==> config.mk <==
export PLATFORM = sky130hd
export DESIGN_NAME = i2c_target_flat
export DESIGN_NICKNAME = d
export VERILOG_FILES = /design/src/rtl/i2c_pkg.sv /design/src/rtl/i2c_if.sv /design/src/rtl/i2c_bus_sync.sv /design/src/rtl/i2c_target.sv /design/src/flat_wrapper.sv
export SDC_FILE = /design/constraint.sdc
export NUM_CORES = 1
export LEC_CHECK = 0
export ABC_AREA = 1
export ABC_CLOCK_PERIOD_IN_PS = 2190
export CAP_MARGIN = 40
export CORE_MARGIN = 10
export CORE_UTILIZATION = 56
export CTS_BUF_LIST = sky130_fd_sc_hd__clkbuf_2 sky130_fd_sc_hd__clkbuf_4 sky130_fd_sc_hd__clkbuf_8
export CTS_CLUSTER_DIAMETER = 30
export DETAILED_ROUTE_END_ITERATION = 8
export GPL_ROUTABILITY_DRIVEN = 0
export GPL_TIMING_DRIVEN = 0
export PLACE_DENSITY = 0.82
export SLEW_MARGIN = 20
export SYNTH_ARGS = -nofsm -noshare
export SYNTH_HDL_FRONTEND = slang
export SYNTH_SLANG_ARGS = --single-unit
export TNS_END_PERCENT = 100
==> constraint.sdc <==
create_clock -name clk -period 2.19 [get_ports clk]
set_clock_uncertainty 0.15 [all_clocks]
set_input_delay 0.438 -clock clk [delete_from_list [all_inputs] [get_ports clk]]
set_output_delay 0.438 -clock clk [all_outputs]
set_load 0.05 [all_outputs]
==> src/rtl/i2c_pkg.sv <==
// Shared definitions for the I2C link: FSM state encodings, R/W bit values
// and the default bus address.
package i2c_pkg;

  typedef enum logic [2:0] {
    IDLE     = 3'd0,
    ADDR     = 3'd1,
    ADDR_ACK = 3'd2,
    RX       = 3'd3,
    RX_ACK   = 3'd4,
    TX       = 3'd5,
    TX_ACK   = 3'd6
  } i2c_state_e;

  localparam logic I2C_READ  = 1'b1;
  localparam logic I2C_WRITE = 1'b0;

  localparam logic [6:0] I2C_DEFAULT_ADDR = 7'h52;

endpackage

==> src/rtl/i2c_if.sv <==
// Bus-pin bundle for an I2C node: SCL/SDA as seen on the pins plus the
// open-drain pull-down enable for SDA.
interface i2c_if;
  logic scl_in;
  logic sda_in;
  logic sda_oe;

  modport master (output scl_in, output sda_in, input sda_oe);
  modport slave  (input scl_in, input sda_in, output sda_oe);
endinterface

==> src/rtl/i2c_bus_sync.sv <==
// Synchronises asynchronous SCL/SDA and derives SCL edge pulses and
// START/STOP conditions from the synchronised levels.
module i2c_bus_sync #(
  parameter int SYNC_STAGES = 2
) (
  input  logic clk,
  input  logic rst,
  input  logic scl_in,
  input  logic sda_in,
  output logic scl_rise,
  output logic scl_fall,
  output logic sda_s,
  output logic start_det,
  output logic stop_det
);

  logic [SYNC_STAGES-1:0] r_scl_sync;
  logic [SYNC_STAGES-1:0] r_sda_sync;
  logic                   r_scl_d;
  logic                   r_sda_d;
  logic                   w_scl_s;

  // Reset to the idle-bus level so leaving reset never fakes an edge.
  always_ff @(posedge clk) begin
    if (rst) begin
      r_scl_sync <= '1;
      r_sda_sync <= '1;
      r_scl_d    <= 1'b1;
      r_sda_d    <= 1'b1;
    end else begin
      r_scl_sync <= {r_scl_sync[SYNC_STAGES-2:0], scl_in};
      r_sda_sync <= {r_sda_sync[SYNC_STAGES-2:0], sda_in};
      r_scl_d    <= w_scl_s;
      r_sda_d    <= sda_s;
    end
  end

  assign w_scl_s   = r_scl_sync[SYNC_STAGES-1];
  assign sda_s     = r_sda_sync[SYNC_STAGES-1];
  assign scl_rise  = w_scl_s & ~r_scl_d;
  assign scl_fall  = ~w_scl_s & r_scl_d;
  assign start_det = w_scl_s & r_scl_d & r_sda_d & ~sda_s;
  assign stop_det  = w_scl_s & r_scl_d & ~r_sda_d & sda_s;

endmodule

==> src/rtl/i2c_target.sv <==
// Clk-synchronous I2C target: address match, byte receive and byte transmit
// over an open-drain SDA, without clock stretching.
module i2c_target
  import i2c_pkg::*;
#(
  parameter logic [6:0] TARGET_ADDR = I2C_DEFAULT_ADDR,
  parameter int         SYNC_STAGES = 2
) (
  input  logic       clk,
  input  logic       rst,
  i2c_if.slave       bus,
  input  logic [7:0] tx_data,
  output logic [7:0] rx_data,
  output logic       rx_valid,
  output logic       tx_req,
  output logic       rw_dir,
  output logic       busy,
  output logic [2:0] state
);

  logic       w_scl_rise, w_scl_fall, w_sda_s, w_start_det, w_stop_det;
  logic       w_addr_match;

  i2c_state_e r_state, w_state_nxt;
  logic [2:0] r_cnt, w_cnt_nxt;
  logic [7:0] r_shift, w_shift_nxt;
  logic [7:0] r_rx_data, w_rx_data_nxt;
  logic       r_sda_oe, w_sda_oe_nxt;
  logic       r_rx_valid, w_rx_valid_nxt;
  logic       r_tx_req, w_tx_req_nxt;
  logic       r_rw_dir, w_rw_dir_nxt;
  logic       r_busy, w_busy_nxt;
  logic       r_tx_hold, w_tx_hold_nxt;

  i2c_bus_sync #(.SYNC_STAGES(SYNC_STAGES)) u_sync (
    .clk       (clk),
    .rst       (rst),
    .scl_in    (bus.scl_in),
    .sda_in    (bus.sda_in),
    .scl_rise  (w_scl_rise),
    .scl_fall  (w_scl_fall),
    .sda_s     (w_sda_s),
    .start_det (w_start_det),
    .stop_det  (w_stop_det)
  );

  assign w_addr_match = (r_shift[7:1] == TARGET_ADDR) && (r_shift[7:1] != 7'd0);

  always_ff @(posedge clk) begin
    if (rst) begin
      r_state    <= IDLE;
      r_cnt      <= 3'd0;
      r_shift    <= 8'h00;
      r_rx_data  <= 8'h00;
      r_sda_oe   <= 1'b0;
      r_rx_valid <= 1'b0;
      r_tx_req   <= 1'b0;
      r_rw_dir   <= 1'b0;
      r_busy     <= 1'b0;
      r_tx_hold  <= 1'b0;
    end else begin
      r_state    <= w_state_nxt;
      r_cnt      <= w_cnt_nxt;
      r_shift    <= w_shift_nxt;
      r_rx_data  <= w_rx_data_nxt;
      r_sda_oe   <= w_sda_oe_nxt;
      r_rx_valid <= w_rx_valid_nxt;
      r_tx_req   <= w_tx_req_nxt;
      r_rw_dir   <= w_rw_dir_nxt;
      r_busy     <= w_busy_nxt;
      r_tx_hold  <= w_tx_hold_nxt;
    end
  end

  // In the ACK states r_sda_oe doubles as the phase flag: the first scl_fall
  // starts the ACK pulse, the second one ends it.
  always_comb begin
    w_state_nxt    = r_state;
    w_cnt_nxt      = r_cnt;
    w_shift_nxt    = r_shift;
    w_rx_data_nxt  = r_rx_data;
    w_sda_oe_nxt   = r_sda_oe;
    w_rx_valid_nxt = 1'b0;
    w_tx_req_nxt   = 1'b0;
    w_rw_dir_nxt   = r_rw_dir;
    w_busy_nxt     = r_busy;
    w_tx_hold_nxt  = r_tx_hold;
    if (w_start_det) begin
      w_state_nxt   = ADDR;
      w_cnt_nxt     = 3'd0;
      w_shift_nxt   = 8'h00;
      w_sda_oe_nxt  = 1'b0;
      w_busy_nxt    = 1'b1;
      w_tx_hold_nxt = 1'b0;
    end else if (w_stop_det) begin
      w_state_nxt   = IDLE;
      w_cnt_nxt     = 3'd0;
      w_sda_oe_nxt  = 1'b0;
      w_busy_nxt    = 1'b0;
      w_tx_hold_nxt = 1'b0;
    end else begin
      case (r_state)
        IDLE: ;
        ADDR: if (w_scl_rise) begin
          w_shift_nxt = {r_shift[6:0], w_sda_s};
          w_cnt_nxt   = r_cnt + 3'd1;
          if (r_cnt == 3'd7) w_state_nxt = ADDR_ACK;
        end
        ADDR_ACK: if (w_scl_fall) begin
          if (r_sda_oe) begin
            w_cnt_nxt = 3'd0;
            if (r_rw_dir == I2C_READ) begin
              w_state_nxt  = TX;
              w_sda_oe_nxt = ~r_shift[7];
            end else begin
              w_state_nxt  = RX;
              w_sda_oe_nxt = 1'b0;
            end
          end else if (w_addr_match) begin
            w_sda_oe_nxt = 1'b1;
            w_rw_dir_nxt = r_shift[0];
            if (r_shift[0] == I2C_READ) begin
              w_shift_nxt  = tx_data;
              w_tx_req_nxt = 1'b1;
            end
          end else begin
            w_state_nxt = IDLE;
          end
        end
        RX: if (w_scl_rise) begin
          w_shift_nxt = {r_shift[6:0], w_sda_s};
          w_cnt_nxt   = r_cnt + 3'd1;
          if (r_cnt == 3'd7) begin
            w_rx_data_nxt  = {r_shift[6:0], w_sda_s};
            w_rx_valid_nxt = 1'b1;
            w_state_nxt    = RX_ACK;
          end
        end
        RX_ACK: if (w_scl_fall) begin
          w_sda_oe_nxt = ~r_sda_oe;
          if (r_sda_oe) w_state_nxt = RX;
        end
        TX: if (w_scl_fall) begin
          if (r_tx_hold) begin
            w_sda_oe_nxt  = ~r_shift[7];
            w_tx_hold_nxt = 1'b0;
          end else if (r_cnt == 3'd7) begin
            w_sda_oe_nxt = 1'b0;
            w_cnt_nxt    = 3'd0;
            w_state_nxt  = TX_ACK;
          end else begin
            w_shift_nxt  = {r_shift[6:0], 1'b0};
            w_cnt_nxt    = r_cnt + 3'd1;
            w_sda_oe_nxt = ~r_shift[6];
          end
        end
        TX_ACK: if (w_scl_rise) begin
          if (!w_sda_s) begin
            w_shift_nxt   = tx_data;
            w_tx_req_nxt  = 1'b1;
            w_tx_hold_nxt = 1'b1;
            w_cnt_nxt     = 3'd0;
            w_state_nxt   = TX;
          end else begin
            w_state_nxt = IDLE;
          end
        end
        default: w_state_nxt = IDLE;
      endcase
    end
  end

  // Byte side: rx_valid and tx_req are single-clk strobes with no back-pressure;
  // tx_data is sampled on the clk that raises tx_req and must hold the next byte
  // before the following tx_req.
  assign bus.sda_oe = r_sda_oe;
  assign rx_data    = r_rx_data;
  assign rx_valid   = r_rx_valid;
  assign tx_req     = r_tx_req;
  assign rw_dir     = r_rw_dir;
  assign busy       = r_busy;
  assign state      = r_state;

endmodule

==> src/flat_wrapper.sv <==
// flat-port wrapper written by rule: the top's interface ports become plain ports
module i2c_target_flat import i2c_pkg::*;
#(
  parameter logic [6:0] TARGET_ADDR = I2C_DEFAULT_ADDR,
  parameter int         SYNC_STAGES = 2
)
  (clk, rst, tx_data, rx_data, rx_valid, tx_req, rw_dir, busy, state, bus_scl_in, bus_sda_in, bus_sda_oe);
  i2c_if bus_i ();
  input  logic clk;
  input  logic rst;
  input  logic [7:0] tx_data;
  output logic [7:0] rx_data;
  output logic rx_valid;
  output logic tx_req;
  output logic rw_dir;
  output logic busy;
  output logic [2:0] state;
  input wire logic [$bits(bus_i.scl_in)-1:0] bus_scl_in;
  input wire logic [$bits(bus_i.sda_in)-1:0] bus_sda_in;
  output wire logic [$bits(bus_i.sda_oe)-1:0] bus_sda_oe;
  assign bus_i.scl_in = bus_scl_in;
  assign bus_i.sda_in = bus_sda_in;
  assign bus_sda_oe = bus_i.sda_oe;
  i2c_target #(.TARGET_ADDR(TARGET_ADDR), .SYNC_STAGES(SYNC_STAGES)) u_core (.clk(clk), .rst(rst), .bus(bus_i), .tx_data(tx_data), .rx_data(rx_data), .rx_valid(rx_valid), .tx_req(tx_req), .rw_dir(rw_dir), .busy(busy), .state(state));
endmodule
==> flow_summary.ini, run 1 <==
[clocking]
cts_buffers = 5
clock_sinks = 34
cts_tree = done
clk_pin_slew_ps = 100
root_buffer = clkbuf_4
ctsHoldBuffers = 0
htree_levels = 2
clock_latency_ps = 340
clock_path_buffers = 2
postCtsSetupRepairBufs = 0

[die]
start_util_pct = 57.4
dieWidth_um = 78.3
num_rows = 21
fp.dieH_um = 78.3
io_pins = 28
core_area_um2 = 3310
die-area_um2 = 6130

[critical_path]
cp_data_required_time_ps = 1600
path_buf_inv = 1
crit_family = buffers and inverters
timing.rr.start = u_core.r_cnt[0]$_SDFFE_PP0P_
worstSetupStartpointType = flop
cp_slowest_cell = clkdlybuf4s50_1
cp.arrival_ps = 1530
r2r_cells = 7
worstPathCellList = clkdlybuf4s50_1
end_kind = output port
rr_endpoint = u_core.rx_data[3]$_SDFFE_PP0P_
path_class = flop to output port
critical_path.max_stage_delay_ps = 820
cp_max_fo = 3
cp.depth = 1
reg2reg_slack_ps = 300

[yosys]
synth_top_family_by_area = simple AND/OR/NAND/NOR gates
synth_async_sr_flop_share_pct = 0
synth_xor_xnor_area_share_pct = 0
yosys_warnings = 0
syn_nets = 291
synth_cell_type_count = 33
syn_area_um2 = 1900
synth-simple-area-share_pct = 39.3
synth_mux_area_share_pct = 0
syn_inst = 277
synth_seq_cells = 34
ys_seq_area_share_pct = 35.8
synth-compound-area-share_pct = 15.7
synthFlopType = dfxtp_1
synth.avg_cell_area_um2 = 6.87
synth_edf_count = 0
synth_fa_ha_area_share_pct = 1.32

[global_routing]
grt_pass1_vias = 1924
grt_start_max_net_pins = 11
grtUsageTotal_pct = 16.1
grt_overflow = 0
grt_pass1_wl_um = 8210
antenna_found_initial = 0

[worst_hold_path]
hold_depth = 2
worstHoldStart = rst
hold_end = u_core.busy$_SDFFE_PP0N_
hold_path.class = input port to flop

[timing]
finalHoldViolCount = 0
fmax_mhz = 473
fin_setup_tns_ps = 0
fin_crit_ps = 2120
setup_violations = 0
rsz0062_at_grt = no
post-route-period-util_pct = 96.6
worstMarginPinSlew_ps = 603
final.setup.worst_slack_ps = 74.8
relSlewSlack_pct = 59.6
slew_viol_final = 0

[run]
cap_violations = 0

[finish]
antenna-diode-count = 0
layout-drive-gt1-share_pct = 15.4
area_delta_synth_final_pct = 19.9
final_nets = 324
fill_cells = 311

[power_and_ir_drop]
power_density_nw_per_um2 = 862
ir_drop_uv = 556
leakage_nw = 1.03

[route]
num_vias = 1909
postRouteAntennaNets = 0
routed_via_density = 5.35
drc = 0
firstDrtPassIters = 4
drt_iter0_markers = 166
drt-total-wl_um = 4700
wire_per_inst_um = 13.2

[run_status]
status = finished, final reports clean

[placed_design]
dp_hpwl_um = 3640
dp_slack_ps = 180
io_buffers = 26
-- logic make-up after synthesis --
kind of cell               after synthesis
and+or+nand+nor                        158
AOI/OAI and AO/OA                       49
buffers and inverters                   34
DFF                                     34
adders and majority gates                2
-- cell type report --
cell class / count / area (um2) / area share (%)
buffer: 5 / 38.8 / 1.70
inverter: 29 / 111 / 4.88
timing repair buffer: 26 / 256 / 11.3
sequential: 34 / 681 / 29.9
clock buffer: 7 / 58.8 / 2.58
tap: 46 / 57.6 / 2.52
clock inverter: 1 / 5.00 / 0.220
multi-input combinational: 209 / 1070 / 47.0
-- registers in the layout (all words and copies together), names as in the netlist, 2 cells and up --
signal,count
u_core.r_cnt,3
u_core.r_shift,8
u_core.rx_data,8
u_core.state,3
u_core.u_sync.r_scl_sync,2
u_core.u_sync.r_sda_sync,2
-- where the power goes --
| group | switching (W) | leakage (nW) | internal (W) | total, W |
|---|---|---|---|---|
| clock | 0.000212 | 0.0387 | 0.000168 | 0.000379 |
| sequential | 0.000124 | 0.276 | 0.000718 | 0.000843 |
| combinational | 0.000472 | 0.710 | 0.000272 | 0.000744 |
-- cells in the final DEF (no fill, tap or decap), types with 2 or more instances in the layout --
master,Yosys,final
nor2_1,49,49
nand3_2,4,4
clkdlybuf4s50_1,0,23
a21oi_1,19,19
inv_2,6,6
nand3_1,18,18
clkbuf_4,0,6
o21ai_2,4,4
nor2_4,2,2
inv_1,21,21
nor3_1,6,6
nand2_2,3,3
dfxtp_1,34,34
buf_6,2,2
ha_1,2,2
nor2_2,7,7
dlygate4sd2_1,0,3
o21ai_1,5,5
a21boi_1,7,7
o21ai_0,9,9
nand2_1,61,61
or2_2,4,4
-- repair_timing --
| action | CTS | global route |
|---|---|---|
| endpoints found under the hold margin | 0 | 0 |
| gates resized for setup | 3 | 0 |
| setup endpoints to repair | 3 | 0 |
-- how the worst max path moves through the flow --
stage,slack [ps],startpoint,to
floorplan,220,u_core.state[2]$_SDFFE_PP0P_,u_core.r_shift[0]$_SDFFE_PP0P_
global placement,190,u_core.state[0]$_SDFFE_PP0P_,state[0]
detailed placement,180,u_core.state[0]$_SDFFE_PP0P_,state[0]
CTS,70,u_core.rw_dir$_SDFFE_PP0P_,rw_dir
global route,20,u_core.rw_dir$_SDFFE_PP0P_,rw_dir
finish,70,u_core.rw_dir$_SDFFE_PP0P_,rw_dir
-- Yosys cell counts (all sizes together) (2+ instances only) --
cell type,instances,area share [%]
nand2,64,13
nor2,58,13
dfxtp,34,36
inv,28,5.7
nand3,23,7.8
a21oi,19,5.0
o21ai,19,6.4
nor3,8,3.0
a21boi,7,2.8
buf,4,1.8
or2,4,1.3
ha,2,1.3
-- routing by layer --
metal	wire length [um]	GRT usage (%)
met5	0	0
met4	64	6.81
met3	428	7.18
met2	2170	25.9
met1	2040	18.2
-- through the flow --
stage	cells	cell area (um2)	util (%)	hold slack, ps	total power (W)
3_5_place_dp	349	2220	67.0	248	0.00160
4_1_cts	357	2280	68.9	124	0.00198
6_report	357	2280	68.9	141	0.00197
2_1_floorplan	277	1900	-	239	0.00141
3_3_place_gp	349	2220	67.0	241	0.00158
5_1_grt	357	2280	68.9	131	0.00211
Note: power is estimated with default switching activity, not from simulation.
==> run 2, diff against run 1 <==
Settings changed: CORE_UTILIZATION 56 to 54, PLACE_DENSITY 0.82 to 0.79.
==> flow_summary.ini, run 2 (synthesized netlist as in run 1, its figures left out) <==
[clocking]
cts_tree = done
postCtsSetupRepairBufs = 0
cts_buffers = 5
clk_pin_slew_ps = 110
clock_latency_ps = 350
cts-resized-gates = 3
htree_levels = 2
root_buffer = clkbuf_4
clock_sinks = 34
ctsHoldBuffers = 0
clock_path_buffers = 2

[global_routing]
grt_start_max_net_pins = 11
grt_overflow = 0
grt_pass1_vias = 1849
antenna_found_initial = 0
grtUsageTotal_pct = 16.1
grt_pass1_wl_um = 8340

[power_and_ir_drop]
power_density_nw_per_um2 = 884
leakage_nw = 1.03
ir_drop_uv = 564

[timing]
relSlewSlack_pct = 57.4
fin_setup_tns_ps = 0
final.setup.worst_slack_ps = 64.4
post-route-period-util_pct = 97.1
fmax_mhz = 470
rsz0062_at_grt = no
hold_ws_ps = 132
worstMarginPinSlew_ps = 636
setup_violations = 0
fin_crit_ps = 2130
finalHoldViolCount = 0
slew_viol_final = 0

[route]
drt-total-wl_um = 4850
drc = 0
drt_iter0_markers = 241
wire_per_inst_um = 13.6
postRouteAntennaNets = 0
num_vias = 1923
routed_via_density = 5.39
firstDrtPassIters = 4

[finish]
fill_cells = 327
antenna-diode-count = 0
final_nets = 324
layout-drive-gt1-share_pct = 15.4
mostFrequentLayoutCells = nand2_1, nor2_1, dfxtp_1
final_common_cell = nand2_1
area_delta_synth_final_pct = 20.7

[critical_path]
cp_slowest_cell = clkdlybuf4s50_1
path_class = flop to output port
worstPathCellList = clkdlybuf4s50_1
timing.rr.start = u_core.r_cnt[0]$_SDFFE_PP0P_
cp_max_fo = 3
cp.arrival_ps = 1540
critical_path.max_stage_delay_ps = 820
worstSetupStartpointType = flop
end_kind = output port
cp_data_required_time_ps = 1600
crit_start = u_core.rw_dir$_SDFFE_PP0P_
path_buf_inv = 1
crit_family = buffers and inverters

[placed_design]
dp_hpwl_um = 3680
dp_slack_ps = 209
io_buffers = 26

[die]
core_area_um2 = 3360
start_util_pct = 56.5
fp.dieH_um = 79.3
dieWidth_um = 79.3
num_rows = 21
die-area_um2 = 6300
io_pins = 28

[worst_hold_path]
hold_path.class = input port to flop
worstHoldStart = rst

[run]
cap_violations = 0

[run_status]
status = finished, final reports clean
## run 2: cell count changes in the layout (fill, tap and decap cells not counted)
cell / previous run / this run
clkbuf_4: 6 / 5
clkbuf_8: 1 / 3
clkinv_2: 1 / 0
## run 2: final cells by class
class	count	area (um2)	share of cell area (%)
inverter	29	111	4.85
multi-input combinational	209	1070	46.7
buffer	5	38.8	1.69
clock buffer	8	78.8	3.44
sequential	34	681	29.7
tap	46	57.6	2.51
timing repair buffer	26	256	11.2
## run 2: worst reg2reg max path, stage by stage (launching register included)
cell and delay, ps:
dfxtp_1 380, ha_1 160, ha_1 230, inv_1 120
nor3_2 340, buf_2 280, o21ai_0 100, nor2_1 110
## run 2: path summary, 6_finish.rpt
| path | end | slack (ps) | depth (start not counted) |
|---|---|---|---|
| setup reg to reg | u_core.rx_data[5]$_SDFFE_PP0P_ | 260 | 7 |
| hold reg to reg | u_core.u_sync.r_sda_sync[1]$_SDFF_PP1_ | 260 | 1 |
| setup / recovery | rw_dir | 60 | 1 |
| hold / removal | u_core.rw_dir$_SDFFE_PP0P_ | 130 | 2 |
## run 2: metal layers
layer	share of wire, %	GRT usage, %	wire, um
met1	41	18.6	2000
met2	47	26.3	2280
met3	9.1	6.08	443
met4	2.5	6.45	121
met5	0	0	0
## run 2: through the flow
step	std cells	instance area (um2)	total power (W)	utilization, %
floorplan	277	1900	0.00141	-
global placement	349	2220	0.00158	66.0
detailed placement	349	2220	0.00160	66.0
CTS	357	2290	0.00203	68.2
global route	357	2290	0.00218	68.2
finish	357	2290	0.00203	68.2
## run 2: where the power goes
group / leakage [nW] / total (W) / internal (W) / switching (W)
Sequential: 0.276 / 0.000841 / 0.000718 / 0.000123
Combinational: 0.710 / 0.000749 / 0.000271 / 0.000478
Clock: 0.0446 / 0.000439 / 0.000219 / 0.000219
Total: 1.03 / 0.00203 / 0.00121 / 0.000820
==> run 3, diff against run 2 <==
==> constraint.sdc (replaced) <==
create_clock -name clk -period 2.19 [get_ports clk]
set_clock_uncertainty 0.15 [all_clocks]
set_input_delay 0.219 -clock clk [delete_from_list [all_inputs] [get_ports clk]]
set_output_delay 0.219 -clock clk [all_outputs]
set_load 0.05 [all_outputs]
==> flow_summary.ini, run 3 (synthesized netlist as in run 1, its figures left out) <==
[run_status]
status = finished, final reports clean

[critical_path]
worstSetupStartpointType = flop
cp_data_required_time_ps = 1820
rr_endpoint = u_core.rx_data[5]$_SDFFE_PP0P_
crit_start = u_core.bus.sda_oe$_SDFFE_PP0P_
cp.arrival_ps = 1670
r2r_cells = 7
path_buf_inv = 1
reg2reg_slack_ps = 270
worstPathCellList = clkdlybuf4s50_1
timing.rr.start = u_core.r_cnt[0]$_SDFFE_PP0P_
path_class = flop to output port
end_kind = output port
cp_slowest_cell = clkdlybuf4s50_1
crit_family = buffers and inverters
critical_path.max_stage_delay_ps = 850
cp_max_fo = 7

[timing]
final.setup.worst_slack_ps = 151
fin_crit_ps = 2040
worstMarginPinSlew_ps = 620
rsz0062_at_grt = no
fin_setup_tns_ps = 0
post-route-period-util_pct = 93.1
slew_viol_final = 0
finalHoldViolCount = 0
relSlewSlack_pct = 58.5
setup_violations = 0
fmax_mhz = 490

[route]
firstDrtPassIters = 4
drc = 0
postRouteAntennaNets = 0
num_vias = 1906
wire_per_inst_um = 13.6
drt_iter0_markers = 259
routed_via_density = 5.32
drt-total-wl_um = 4890

[finish]
antenna-diode-count = 0
mostFrequentLayoutCells = nand2_1, nor2_1, dfxtp_1
area_delta_synth_final_pct = 21.6
layout-drive-gt1-share_pct = 15.4
final_nets = 325
final_common_cell = nand2_1
fill_cells = 325
multi_input_area_um2 = 1070
regArea_um2 = 681

[global_routing]
grt_pass1_vias = 1855
grtUsageTotal_pct = 16.2
grt_overflow = 0
grt_start_max_net_pins = 11
grt_pass1_wl_um = 8370
antenna_found_initial = 0

[die]
die-area_um2 = 6300
dieWidth_um = 79.3
start_util_pct = 56.5
core_area_um2 = 3360
io_pins = 28
num_rows = 21
fp.dieH_um = 79.3

[power_and_ir_drop]
leakage_nw = 1.06
power_density_nw_per_um2 = 880
ir_drop_uv = 567

[clocking]
clk_pin_slew_ps = 110
clock_path_buffers = 2
clock_sinks = 34
cts_tree = done
clock_latency_ps = 350
htree_levels = 2
root_buffer = clkbuf_4
cts_buffers = 5

[worst_hold_path]
hold_end = u_core.u_sync.r_sda_sync[1]$_SDFF_PP1_
hold_path.class = flop to flop
worstHoldStart = u_core.u_sync.r_sda_sync[0]$_SDFF_PP1_
hold_depth = 1

[placed_design]
io_buffers = 26
dp_hpwl_um = 3680
dp_slack_ps = 323

[run]
cap_violations = 0
==> run 3: cell type report <==
class / count / share of cell area [%]
buffer: 5 / 1.68
clock buffer: 8 / 3.41
inverter: 29 / 4.81
multi-input combinational: 209 / 46.3
sequential: 34 / 29.4
tap: 46 / 2.49
timing repair buffer: 27 / 11.9
==> run 3: what timing repair did <==
item	in CTS	in global routing
gates resized for setup	0	2
setup endpoints to repair	0	2
hold buffers	1	0
buffers inserted	0	0
endpoints found under the hold margin	7	0
==> run 3: per-layer routing <==
layer | wire, um | up-vias | track usage, %
met3 | 437 | 21 | 6.08
met1 | 2020 | 847 | 18.6
met4 | 143 | 0 | 6.45
met2 | 2280 | 73 | 26.6
li1 | - | 965 | -
met5 | 0 | - | 0
==> run 3: through the flow <==
stage          utilization, %  instance area (um2)  instances  power (W)  hold WS [ps]
2_1_floorplan               -                 1900        277    0.00141           173
3_3_place_gp             66.0                 2220        349    0.00158           240
3_5_place_dp             66.0                 2220        349    0.00160           243
4_1_cts                  68.6                 2310        358    0.00204           267
5_1_grt                  68.8                 2310        358    0.00218           284
6_report                 68.8                 2310        358    0.00204           266
==> run 3: worst max path at each step <==
stage                                                 to  depth (start not counted)
after global routing                          bus_sda_oe                          1
final                                         bus_sda_oe                          1
after global placement    u_core.rx_data[4]$_SDFFE_PP0P_                          7
after floorplan           u_core.r_shift[0]$_SDFFE_PP0P_                         12
after CTS                                       state[0]                          1
after detailed placement  u_core.rx_data[3]$_SDFFE_PP0P_                          7
==> run 3: where the power goes <==
| part | internal (W) | switching [W] | total [W] |
|---|---|---|---|
| registers | 0.000718 | 0.000125 | 0.000843 |
| logic | 0.000277 | 0.000477 | 0.000754 |
| clock network | 0.000219 | 0.000219 | 0.000439 |
